--- src/rtl/iq_decim_accum_if.sv ---
// I/Q decimator port bundle: FIFO show-ahead read side plus the
// valid/ready output side of iq_decim_accum.
// master = the decimator, slave = its environment (FIFO + downstream).
interface iq_decim_accum_if #(
  parameter int IN_W = 24
);
  logic            empty;
  logic [IN_W-1:0] SampI_datapath;
  logic [IN_W-1:0] SampQ_datapath;
  logic            PullOut;
  logic            out_ready;
  logic            PushOut;
  logic [IN_W-1:0] SampI_out;
  logic [IN_W-1:0] SampQ_out;

  modport master (
    input  empty, SampI_datapath, SampQ_datapath, out_ready,
    output PullOut, PushOut, SampI_out, SampQ_out
  );

  modport slave (
    output empty, SampI_datapath, SampQ_datapath, out_ready,
    input  PullOut, PushOut, SampI_out, SampQ_out
  );
endinterface

--- src/rtl/iq_decim_accum.sv ---
// Integrate-and-dump I/Q decimator.
// Pulls DECIM complex samples from a show-ahead FIFO, sums them and emits the
// mean on a valid/ready output. The final pull of a block only stalls when the
// previous result is still waiting for downstream.
// Optional feature macro: IQ_DECIM_ROUND_EN
//   defined   -> round half-up before the divide-by-DECIM shift
//   undefined -> truncate toward -inf
module iq_decim_accum #(
  parameter int IN_W  = 24,
  parameter int DECIM = 4
) (
  input  logic             clk,
  input  logic             reset,
  iq_decim_accum_if.master bus
);

  localparam int SHIFT = $clog2(DECIM);
  localparam int ACC_W = IN_W + SHIFT;
  localparam logic [SHIFT-1:0] LAST_CNT = SHIFT'(DECIM - 1);
  localparam logic [SHIFT-1:0] CNT_ONE  = {{(SHIFT-1){1'b0}}, 1'b1};
`ifdef IQ_DECIM_ROUND_EN
  localparam logic [ACC_W:0] ROUND_C = {{ACC_W{1'b0}}, 1'b1} << (SHIFT - 1);
`endif

  // Sign-extend a sample to accumulator width.
  function automatic logic [ACC_W-1:0] sext(input logic [IN_W-1:0] x);
    return {{SHIFT{x[IN_W-1]}}, x};
  endfunction

  // Divide a block sum by DECIM. One guard bit keeps the rounding add from
  // wrapping when the sum sits at the positive maximum.
  function automatic logic [IN_W-1:0] scaleDown(input logic [ACC_W-1:0] sum);
    logic signed [ACC_W:0] wide;
    wide = $signed({sum[ACC_W-1], sum});
`ifdef IQ_DECIM_ROUND_EN
    wide = wide + $signed(ROUND_C);
`endif
    wide = wide >>> SHIFT;
    return wide[IN_W-1:0];
  endfunction

  logic [ACC_W-1:0] accI_r, accQ_r, accI_s, accQ_s;
  logic [SHIFT-1:0] cnt_r, cnt_s;
  logic             pushOut_r, pushOut_s;
  logic [IN_W-1:0]  outI_r, outQ_r, outI_s, outQ_s;
  logic             last_s, pull_s;
  logic [ACC_W-1:0] sumI_s, sumQ_s;

  assign last_s = (cnt_r == LAST_CNT);
  // Only the closing pull of a block has to wait for a blocked output.
  assign pull_s = ~reset & ~bus.empty & ~(last_s & pushOut_r & ~bus.out_ready);
  assign sumI_s = accI_r + sext(bus.SampI_datapath);
  assign sumQ_s = accQ_r + sext(bus.SampQ_datapath);

  assign bus.PullOut   = pull_s;
  assign bus.PushOut   = pushOut_r;
  assign bus.SampI_out = outI_r;
  assign bus.SampQ_out = outQ_r;

  // Next-state: accumulate on a pull, dump the mean on the closing pull.
  always_comb begin
    accI_s    = accI_r;
    accQ_s    = accQ_r;
    cnt_s     = cnt_r;
    outI_s    = outI_r;
    outQ_s    = outQ_r;
    pushOut_s = pushOut_r & ~bus.out_ready;
    if (pull_s) begin
      if (last_s) begin
        accI_s    = '0;
        accQ_s    = '0;
        cnt_s     = '0;
        outI_s    = scaleDown(sumI_s);
        outQ_s    = scaleDown(sumQ_s);
        pushOut_s = 1'b1;
      end else begin
        accI_s = sumI_s;
        accQ_s = sumQ_s;
        cnt_s  = cnt_r + CNT_ONE;
      end
    end else begin
      accI_s = accI_r;
      accQ_s = accQ_r;
    end
  end

  // State and registered outputs; reset discards partial sums and pending output.
  always_ff @(posedge clk or posedge reset) begin
    if (reset) begin
      accI_r    <= '0;
      accQ_r    <= '0;
      cnt_r     <= '0;
      pushOut_r <= 1'b0;
      outI_r    <= '0;
      outQ_r    <= '0;
    end else begin
      accI_r    <= accI_s;
      accQ_r    <= accQ_s;
      cnt_r     <= cnt_s;
      pushOut_r <= pushOut_s;
      outI_r    <= outI_s;
      outQ_r    <= outQ_s;
    end
  end

endmodule
--- src/flat_wrapper.sv ---
// flat-port wrapper written by rule: the top's interface ports become plain ports
module iq_decim_accum_flat 
#(
  parameter int IN_W  = 24,
  parameter int DECIM = 4
)
  (clk, reset, bus_empty, bus_SampI_datapath, bus_SampQ_datapath, bus_out_ready, bus_PullOut, bus_PushOut, bus_SampI_out, bus_SampQ_out);
  iq_decim_accum_if #(.IN_W(IN_W)) bus_i ();
  input  logic clk;
  input  logic reset;
  input wire logic [$bits(bus_i.empty)-1:0] bus_empty;
  input wire logic [$bits(bus_i.SampI_datapath)-1:0] bus_SampI_datapath;
  input wire logic [$bits(bus_i.SampQ_datapath)-1:0] bus_SampQ_datapath;
  input wire logic [$bits(bus_i.out_ready)-1:0] bus_out_ready;
  output wire logic [$bits(bus_i.PullOut)-1:0] bus_PullOut;
  output wire logic [$bits(bus_i.PushOut)-1:0] bus_PushOut;
  output wire logic [$bits(bus_i.SampI_out)-1:0] bus_SampI_out;
  output wire logic [$bits(bus_i.SampQ_out)-1:0] bus_SampQ_out;
  assign bus_i.empty = bus_empty;
  assign bus_i.SampI_datapath = bus_SampI_datapath;
  assign bus_i.SampQ_datapath = bus_SampQ_datapath;
  assign bus_i.out_ready = bus_out_ready;
  assign bus_PullOut = bus_i.PullOut;
  assign bus_PushOut = bus_i.PushOut;
  assign bus_SampI_out = bus_i.SampI_out;
  assign bus_SampQ_out = bus_i.SampQ_out;
  iq_decim_accum #(.IN_W(IN_W), .DECIM(DECIM)) u_core (.clk(clk), .reset(reset), .bus(bus_i));
endmodule
--- config.mk ---
export PLATFORM = sky130hd
export DESIGN_NAME = iq_decim_accum_flat
export DESIGN_NICKNAME = d
export VERILOG_FILES = /design/src/rtl/iq_decim_accum_if.sv /design/src/rtl/iq_decim_accum.sv /design/src/flat_wrapper.sv
export SDC_FILE = /design/constraint.sdc
export NUM_CORES = 1
export LEC_CHECK = 0
export BUFFER_PORTS_ARGS = -buffer_cell sky130_fd_sc_hd__buf_2
export CAP_MARGIN = 20
export CORE_ASPECT_RATIO = 1.25
export CORE_MARGIN = 8
export CORE_UTILIZATION = 58
export DETAILED_ROUTE_END_ITERATION = 6
export PLACE_DENSITY = 0.87
export SYNTH_ARGS = -nofsm -noshare
export SYNTH_HDL_FRONTEND = slang
export SYNTH_SLANG_ARGS = --single-unit
--- constraint.sdc ---
create_clock -name clk -period 4.5 [get_ports clk]
set_input_delay 0.9 -clock clk [delete_from_list [all_inputs] [get_ports clk]]
set_output_delay 0.9 -clock clk [all_outputs]
set_load 0.02 [all_outputs]
==> Word level (Yosys, flattened, before mapping) <==
Index checks and enable logic that the tools add are counted.
{ "totals": {"regBits": 103, "inputBits": 52, "output_inout_bits": 50, "elab_cells": 25} }
{ "op_classes": {"n_addsub": 3, "n_eq_ne": 1, "mux": 5, "bitwise": 9, "reduce_logical": 1} }
{ "ops": {"columns": ["cell", "count"], "rows": [
  ["26-bit adder", 2],
  ["26-bit two-way mux", 2],
  ["1-bit bitwise AND", 5],
  ["1-bit NOT", 4],
  ["2-bit by 1-bit adder with 2-bit output (second input constant)", 1],
  ["2-bit == test (second input constant)", 1],
  ["1-bit two-way mux", 2],
  ["2-bit two-way mux", 1],
  ["2-bit AND reduction", 1]
]} }

==> Longest topological paths before layout <==
{ "logic_depth": {"ltp_word": 6, "depth_mapped": 10} }

==> Worst setup path before layout <==
OpenSTA, ideal clock, no wires.
{ "synth_timing": {"path_type": "input to register", "from": "input port bus_SampQ_datapath[0]", "to": "register u_core.outQ_r[20] (netlist: u_core.bus.SampQ_out[20])", "setup_time_ns": 0.125, "t_arrival_ns": 3.041, "t_required_ns": 4.375, "setup_slack_ns": 1.334, "path_stages": 10, "path_buffers": 0, "path_cell_list": "ha_1 > fa_1 > a211oi_2 > nor4b_1 > a211o_2 > nor3b_4 > a21oi_4 > o21ai_2 > xor2_1 > mux2_2"} }
{ "synth_between": {"elab_chain_len": 1} }
{ "synth_lines": {"columns": ["item", "line", "text"], "rows": [
  ["start: declaration", "flat_wrapper.sv:13", "input wire logic [$bits(bus_i.SampQ_datapath)-1:0] bus_SampQ_datapath;"],
  ["26-bit adder", "iq_decim_accum.sv:53", "assign sumQ_s = accQ_r + sext(bus.SampQ_datapath);"],
  ["end signal: assignment", "iq_decim_accum.sv:102", "outQ_r <= outQ_s;"],
  ["end: declaration", "iq_decim_accum.sv:45", "logic [IN_W-1:0] outI_r, outQ_r, outI_s, outQ_s;"]
]} }
No other way between the ends.
A chain may end at the register's enable or synchronous reset.

==> Final worst setup path <==
{ "layout_timing": {"from": "input port bus_SampI_datapath[0]", "to": "register u_core.outI_r[14] (netlist: u_core.bus.SampI_out[14])"} }
{ "layout_between": {"elab_chain_len": 1} }
{ "layout_lines": {"columns": ["item", "line", "text"], "rows": [
  ["start: declaration", "flat_wrapper.sv:12", "input wire logic [$bits(bus_i.SampI_datapath)-1:0] bus_SampI_datapath;"],
  ["26-bit adder", "iq_decim_accum.sv:52", "assign sumI_s = accI_r + sext(bus.SampI_datapath);"],
  ["end signal: assignment", "iq_decim_accum.sv:101", "outI_r <= outI_s;"],
  ["end: declaration", "iq_decim_accum.sv:45", null]
]} }
No other way between the ends.

==> flow_summary.yaml <==
outcome:
  status: "finished clean"
clock_tree:
  clk_latency_ns: 0.35
  clk_pin_slew_ns: 0.07
  cts_tree: "done"
  cts-root-buf: "clkbuf_16"
  cts_resized: 0
  post_cts_buffers: 0
  clock_sinks: 103
  cts_max_level: 3
  hold_buffers: 0
  max-clock-path-buffers: 2
  numCtsBuffers: 9
timing:
  finalSetupViolCount: 0
  fin_crit_sh: 0.700
  slew_headroom: 0.573
  setup-tns-final_ns: 0
  rsz0062_at_grt: "no"
  max_freq_ghz: 0.317
  finalHoldViolations: 0
  period_minus_slack_ns: 3.15
  worst_slew_pin_slew_ns: 0.641
  finalMaxSlewViolations: 0
  fin_worst_skew_ns: 0.00812
synthesis:
  synth_xor_xnor_area_share: 0.0647
  synth_seq_area_share: 0.399
  synth-simple-area-share: 0.149
  async_flop_share: 1.00
  synth_fa_ha_area_frac: 0.105
  ys_warn_count: 0
  syn_inst: 690
  synth-edff-count: 0
  synth_top_family_by_area: "compound AO/OA/AOI/OAI gates"
  synth_mux_area_frac: 0.0231
  synth_top_area_frac: 0.399
  synthTopCellsByArea: "dfrtp_1 40%, ha_1 9.9%, nand2_1 7.3%, a22o_1 6.0%, xnor2_1 4.2%"
  yosys.area.top_type: "dfrtp_1"
  synth_compound_area_frac: 0.232
  ys_types: 68
  synth-seq-cells: 103
  syn_area_sq_mm: 0.00646
  post_synth.cell_area_avg_sq_um: 9.36
  synth_ff_type: "dfrtp_1"
  syn-num-nets: 795
floorplanning:
  rows: 43
  dieWidth_um: 110
  core-area_sq_mm: 0.0110
  ios: 102
  die_y_um: 134
  start_util: 0.588
  die_area_sq_mm: 0.0148
worst_setup_path:
  path_max_fanout: 3
  end_kind: "register"
  worstReg2RegEnd: "u_core.bus.SampI_out[14]"
  start_kind: "primary input"
  arrival_ns: 3.38
  timing.rr.start: "u_core.accI_r[0]"
  crit_required_ns: 4.73
  crit_type: "in -> reg"
  r2r_cells: 10
  ff2ff_setup_slack_ns: 1.61
global_routing:
  grt.overflow.total: 0
  gr-usage-met1: 0.275
  grt_pass1_vias: 5968
  antenna_found_initial: 0
  grt_util_met3: 0.0427
  gr-usage-met2: 0.401
  grt_pass1_wl_um: 28000
  grt_util_all_layers: 0.234
  top_usage_layer: "met2"
  grt_max_degree: 80
placed_design:
  place.gp.congestion: 0.901
  dp.final_hpwl_um: 11700
  portBuffers: 101
layout:
  drive_gt1_frac: 0.204
  final_common_cell: "nand2_1"
  num_antenna_cells: 0
  fin_nets: 886
  final_cell_mix: "125 x nand2_1, 103 x dfrtp_1, 101 x buf_2"
  area_growth_pct: 14.5
routing:
  routed_wl_um: 16400
  routedWlPerCell_um: 17.8
  vias_per_cell: 6.00
  ant_nets: 0
  drcViolationCount: 0
  num_vias: 5529
  detail_route.first_pass.iterations: 6
  drt_iter0_markers: 251
hold_path:
  min_path_type: "reg -> reg"
  hold_start: "u_core.bus.SampQ_out[4]"
  holdPathEnd: "u_core.bus.SampQ_out[4]"
  hold_depth: 2
pwr:
  powerDensity_mw_per_mm2: 755
  ir_drop_v: 0.000394
  power_leakage_nw: 3.68
  power.total_mw: 5.58
flow_run:
  maxCapViolations: 0
-- registers in the layout, summed over array words and instances (netlist names) --
register and cells:
u_core.accI_r 26, u_core.accQ_r 26, u_core.bus.SampI_out 24, u_core.bus.SampQ_out 24, u_core.cnt_r 2, u_core.bus.PushOut 1
-- cells in the mapped netlist, types with 2 or more instances --
cell and count:
nand2_1 125, dfrtp_1 103, ha_1 51, a21oi_1 50
a22o_1 44, nor2_1 37, o21ai_0 37, xnor2_1 31
clkbuf_1 19, nand3_1 19, a21o_1 15, inv_1 15
xor2_1 14, mux2_2 11, o21bai_1 11, o21ai_1 9
a31oi_1 7, and3_1 6, nand2b_1 5, nand4_1 5
nor3_1 5, o21a_1 5, a211oi_1 4, a41oi_1 3
buf_1 3, nor2b_1 3, o21ai_2 3, a211oi_2 2
a21o_2 2, a21oi_2 2, and2_1 2, buf_2 2
fa_1 2, nand4b_1 2, o311a_1 2, or3_1 2
-- report_power, final --
group	leakage [nW]	switching (mW)	total [mW]	internal, mW
registers	1.29	0.265	1.61	1.35
clock network	0.150	0.359	0.793	0.434
logic	2.25	1.86	3.18	1.31
-- critical path: stages --
cell and delay (ns):
buf_2 0.11, ha_1 0.25, fa_1 0.45, a211oi_1 0.26, nor2_1 0.13, a221oi_2 0.37
nor2b_2 0.11, a21oi_1 0.24, o21bai_1 0.13, xnor2_1 0.14, mux2_2 0.27
-- cell type report --
type / count / area, sq um
clock buffer: 9 / 225
clock inverter: 7 / 71.3
fill: 844 / 3580
inverter: 15 / 58.8
multi-input combinational: 545 / 3720
sequential: 103 / 2580
tap: 135 / 169
timing repair buffer: 107 / 571
-- per-layer routing --
| layer | share of wire | vias to the layer above |
|---|---|---|
| met3 | 0.051 | 46 |
| li1 | - | 2669 |
| met5 | 0 | - |
| met1 | 0.40 | 2635 |
| met2 | 0.51 | 179 |
| met4 | 0.033 | 0 |
-- stage by stage --
| step | util | hold slack, ns | instances | cell area, sq um | setup WS (ns) |
|---|---|---|---|---|---|
| after CTS | 0.671 | 0.474 | 920 | 7360 | 1.40 |
| after global placement | 0.644 | 0.450 | 904 | 7070 | 1.10 |
| after global routing | 0.674 | 0.502 | 921 | 7390 | 1.21 |
| after floorplan | - | 0.450 | 690 | 6460 | 0.896 |
| after detailed placement | 0.644 | 0.454 | 904 | 7070 | 1.06 |
| final | 0.674 | 0.473 | 921 | 7390 | 1.35 |
-- how the worst max path moves through the flow --
stage                           from                  endpoint  slack (ns)  cells after the start
4_1_cts        bus_SampI_datapath[0]  u_core.bus.SampI_out[14]        1.40                     11
5_1_grt        bus_SampI_datapath[0]  u_core.bus.SampI_out[14]        1.21                     11
2_1_floorplan                  reset          u_core.accI_r[0]        0.90                      1
6_report       bus_SampI_datapath[0]  u_core.bus.SampI_out[14]        1.35                     11
3_5_place_dp   bus_SampQ_datapath[0]  u_core.bus.SampQ_out[20]        1.06                     11
3_3_place_gp   bus_SampQ_datapath[0]  u_core.bus.SampQ_out[20]        1.10                     11
-- logic make-up after synthesis --
family          count (synthesis)
simple gates                  219
compound gates                214
flops                         103
fa+ha+maj                      53
xor+xnor                       46
buf+inv                        42
mux                            13
Note: power is estimated with default switching activity, not from simulation.
